--- src/rtl/instr_fetch_queue.sv ---
// Instruction fetch queue: buffers 128-bit dual-instruction fetch packets
// between the fetch cache controller and dual-issue decode. The head packet
// falls through combinationally to decode. stop_fetch throttles the fetch
// side early. A flush from a taken jump discards every queued packet.
module instr_fetch_queue #(
   parameter int DEPTH     = 8,
   parameter int AF_THRESH = 6
) (
   input  logic                       clk,
   input  logic                       rst_n,
   input  logic                       write_fifo,
   input  logic [127:0]               fetch_instr_pc,
   input  logic                       flush,
   input  logic                       read_en,
   output logic                       dec_valid,
   output logic [31:0]                dec_instr0,
   output logic [31:0]                dec_pc0,
   output logic [31:0]                dec_instr1,
   output logic [31:0]                dec_pc1,
   output logic                       stop_fetch,
   output logic                       fifo_full,
   output logic [$clog2(DEPTH):0]     count,
   output logic                       overflow
);

   localparam int PW = $clog2(DEPTH);
   localparam int CW = PW + 1;

   logic [DEPTH-1:0][127:0] mem;
   logic [PW-1:0]           wr_ptr, rd_ptr;
   logic                    rd_fire, wr_fire;
   logic [127:0]            head;

   // A read needs a head packet. A write into a full queue is accepted only
   // when a read frees a slot in the same cycle.
   assign rd_fire = read_en & dec_valid;
   assign wr_fire = write_fifo & ((count < CW'(DEPTH)) | rd_fire);

   // Pointers, occupancy and the sticky drop flag. Flush overrides any
   // same-cycle read or write.
   always_ff @(posedge clk or negedge rst_n) begin
      if (!rst_n) begin
         wr_ptr   <= '0;
         rd_ptr   <= '0;
         count    <= '0;
         overflow <= 1'b0;
      end else if (flush) begin
         wr_ptr   <= '0;
         rd_ptr   <= '0;
         count    <= '0;
         overflow <= 1'b0;
      end else begin
         if (wr_fire) wr_ptr <= wr_ptr + PW'(1);
         if (rd_fire) rd_ptr <= rd_ptr + PW'(1);
         if (wr_fire && !rd_fire)      count <= count + CW'(1);
         else if (rd_fire && !wr_fire) count <= count - CW'(1);
         if (write_fifo && !wr_fire) overflow <= 1'b1;
      end
   end

   // Packet storage. It has no reset because the pointers alone decide what
   // is valid. Flush blocks the write, so a packet sent in the flush cycle
   // cannot reappear later.
   always_ff @(posedge clk) begin
      if (wr_fire && !flush) mem[wr_ptr] <= fetch_instr_pc;
   end

   assign head       = mem[rd_ptr];
   assign dec_valid  = (count != '0);
   assign dec_pc0    = dec_valid ? head[31:0]   : 32'h0;
   assign dec_instr0 = dec_valid ? head[63:32]  : 32'h0;
   assign dec_pc1    = dec_valid ? head[95:64]  : 32'h0;
   assign dec_instr1 = dec_valid ? head[127:96] : 32'h0;

   // Back-pressure comes from the registered count. The DEPTH-AF_THRESH
   // slots of headroom absorb packets that are already in flight.
   assign stop_fetch = (count >= CW'(AF_THRESH));
   assign fifo_full  = (count == CW'(DEPTH));

endmodule

--- config.mk ---
export PLATFORM = sky130hd
export DESIGN_NAME = instr_fetch_queue
export DESIGN_NICKNAME = d
export VERILOG_FILES = /design/src/rtl/instr_fetch_queue.sv
export SDC_FILE = /design/constraint.sdc
export NUM_CORES = 1
export LEC_CHECK = 0
export ABC_AREA = 1
export CAP_MARGIN = 20
export CORE_MARGIN = 3
export CORE_UTILIZATION = 40
export CTS_BUF_LIST = sky130_fd_sc_hd__clkbuf_16
export CTS_CLUSTER_DIAMETER = 80
export DETAILED_ROUTE_END_ITERATION = 10
export GPL_ROUTABILITY_DRIVEN = 0
export MAX_ROUTING_LAYER = met4
export PLACE_DENSITY = 0.62
export SLEW_MARGIN = 20
export SYNTH_ARGS = -nofsm -noshare
export SYNTH_HDL_FRONTEND = slang
export SYNTH_SLANG_ARGS = --single-unit
--- constraint.sdc ---
create_clock -name clk -period 10.55 [get_ports clk]
set_input_delay 2.11 -clock clk [delete_from_list [all_inputs] [get_ports clk]]
set_output_delay 2.11 -clock clk [all_outputs]
set_load 0.01 [all_outputs]
==> results.json <==
{
  "ys_seq_area_frac": 0.762,
  "ys_ff_latch": 1035,
  "ant_nets": 0,
  "cts_made_buffers": 106,
  "io_pins": 269,
  "start_util": 0.405,
  "ys.warnings.count": 0,
  "ir_drop_mv": 0.269,
  "cp.buffers_inverters": 3,
  "die_x_um": 325,
  "comb_power_share": 0.302,
  "finClkSkew_ps": 13.3,
  "r2r_cells": 10,
  "vias": 25100,
  "hold_class": "flip-flop to flip-flop",
  "timing_hold_violations_final": 0,
  "fillers": 8726,
  "post-dp-hpwl_um": 45500,
  "netlist.top_cell.by_area": "edfxtp_1",
  "grt-ovfl-total": 0,
  "antenna_found_initial": 12,
  "grt_pass1_vias": 24933,
  "tns_ps": 0,
  "area_delta_synth_final_pct": 17.3,
  "hold_ws_ps": 489,
  "switchingPower_mw": 3.79,
  "dieArea_um2": 106000,
  "required_ps": 8440,
  "wl_per_cell_um": 20.0,
  "relSlewSlack": 0.269,
  "ff_latch_area_um2": 31000,
  "synth_cell_types": 23,
  "ys.flop_type": "edfxtp_1",
  "postCtsSetupBuffers": 0,
  "cts_tree": "done",
  "finalSetupViolCount": 0,
  "synth_edf_count": 1024,
  "drv_slew": 0,
  "synth.most_common_cell": "edfxtp_1",
  "dr.pass1.iters": 5,
  "grt_pass1_wl_um": 147000,
  "power.leakage_nw": 15.7,
  "drive_gt1_frac": 0.0549,
  "r2r_end": "mem[394]$_DFFE_PP_",
  "cts_hold_buf": 0,
  "grt_max_degree": 213,
  "swShare": 0.320,
  "drc_errors": 0,
  "holdPathEnd": "overflow$_DFFE_PN0P_",
  "cp_max_fo": 179,
  "coreArea_um2": 101000,
  "max_cap_violations": 0,
  "crit_family": "buffers and inverters",
  "slowest_delay_ps": 830,
  "clkSlewWorstSetupHoldPaths_ps": 60,
  "clock-sinks": 1035,
  "fin_crit_sh": 0.635,
  "clk_path_buf_depth": 3,
  "synth_area_leaders": "edfxtp_1 75%, nor2_1 8.4%, o21ai_0 5.8%",
  "clock-root-buffer": "clkbuf_16",
  "worst_setup_path_start_kind": "flip-flop",
  "netlist_area_um2": 40700,
  "min-delay-start": "overflow$_DFFE_PN0P_",
  "rows": 116,
  "max_freq_mhz": 149,
  "io_buffers": 268,
  "grt_use_total": 0.183,
  "synth_nets": 3268,
  "critPathKind": "flip-flop to output port",
  "powerDensity_nw_per_um2": 248,
  "p_int_mw": 8.06,
  "dp_cells": 4569,
  "synth_commonest_cells": "1,024 x edfxtp_1, 913 x nor2_1, 470 x o21ai_0",
  "vias_per_cell": 5.26,
  "clockPowerShare": 0.300,
  "rsz0062_at_grt": "no",
  "ff2ff_setup_slack_ps": 6520,
  "synthArstFlopShare": 0.0106,
  "multi_input_area_um2": 8590,
  "period_minus_slack_ps": 6690,
  "nets": 3458,
  "tightest_slew_ps": 1100,
  "drtIter0Drc": 2006,
  "p_seq_frac": 0.398,
  "wl_um": 95600,
  "h-tree-depth": 3,
  "end_kind": "output port",
  "p_total_mw": 11.8,
  "cp_slowest_cell": "dfrtp_4",
  "synth_cells": 3130,
  "outcome": "finished, final reports clean",
  "die_h_um": 325,
  "r2r_start": "count[1]$_DFFE_PN0P_",
  "crit_top_cell": "nor2_1",
  "crit_chain": "buf_12 -> buf_4 -> nor2_1 -> nor2_1 -> o21ai_0 -> o211ai_1 -> nand2_1 -> nor2_1 -> clkdlybuf4s50_1",
  "hold_depth": 1,
  "ctsResizeCount": 0,
  "final_cells": 4776,
  "critical_path_arrival_ps": 4580,
  "syn_avg_cell_area_um2": 13.0,
  "synth_top_area_frac": 0.755,
  "insertion_delay_ps": 660
}
-- cell families after synthesis --
group,Yosys count,synth area share
AOI/OAI and AO/OA,778,0.107
xor gates and xnor gates,1,0.000215
adders and majority gates,5,0.00172
buffers and inverters,230,0.0291
DFF,1035,0.762
and+or+nand+nor,1081,0.0998
-- cell usage in the layout (no fill, tap or decap), types with 2 or more instances in the layout --
master and n:
clkdlybuf4s50_1 268, nor2_1 905, nand3_1 5, a21oi_1 3, inv_6 2, bufinv_16 8
diode_2 13, nand2_1 161, inv_1 35, clkinv_2 21, o22ai_1 128, buf_4 16
o21ai_1 48, buf_12 10, dfrtp_1 8, clkinvlp_4 5, o21ai_0 470, dfrtp_4 3
clkinv_1 28, o211ai_1 128, nor2_4 8, edfxtp_1 1024, clkbuf_16 109, ha_1 4
-- worst max path at each step --
stage,startpoint,end,slack [ps],cells past startpoint
2_1_floorplan,read_en,mem[0]$_DFFE_PP_,1970,6
5_1_grt,rd_ptr[0]$_DFFE_PN0P_,dec_pc0[3],3590,9
4_1_cts,rd_ptr[0]$_DFFE_PN0P_,dec_pc0[3],3890,9
3_3_place_gp,rd_ptr[0]$_DFFE_PN0P_,dec_pc0[3],4670,9
6_report,rd_ptr[0]$_DFFE_PN0P_,dec_pc0[0],3860,9
3_5_place_dp,rd_ptr[0]$_DFFE_PN0P_,dec_pc0[3],4660,9
-- area by class of cell --
class	count	area share
antenna	13	0.000681
multi-input combinational	1865	0.180
timing repair buffer	295	0.0631
sequential	1035	0.650
clock buffer	109	0.0571
clock inverter	85	0.0123
inverter	17	0.00155
tap	1357	0.0355
-- flip-flops by register name (all words and copies together) (netlist names) --
name	flops
wr_ptr	3
rd_ptr	3
mem	1024
count	4
overflow	1
-- power by group through the flow --
stage / clock network (mW) / registers, mW / logic (mW)
2_1_floorplan: 0 / 4.79 / 2.10
3_5_place_dp: 0 / 4.81 / 3.61
5_1_grt: 3.80 / 4.73 / 3.96
6_report: 3.55 / 4.72 / 3.57
4_1_cts: 3.63 / 4.72 / 3.63
3_3_place_gp: 0 / 4.80 / 3.59
-- metal layers --
metal  routed length [um]  up-vias  GRT usage
met5                    0        -          -
met4                 2430        0     0.0581
met3                 5090      168     0.0346
met2                46300      614      0.299
met1                41800    12538      0.232
li1                     -    11780          -
-- through the flow --
stage	setup slack, ps	instance area (um^2)	utilization
3_5_place_dp	4660	44400	0.442
5_1_grt	3590	47800	0.475
4_1_cts	3890	47700	0.474
2_1_floorplan	1970	40700	-
6_report	3860	47800	0.475
3_3_place_gp	4670	44400	0.442
No activity file was read; power rests on OpenSTA's default activity.
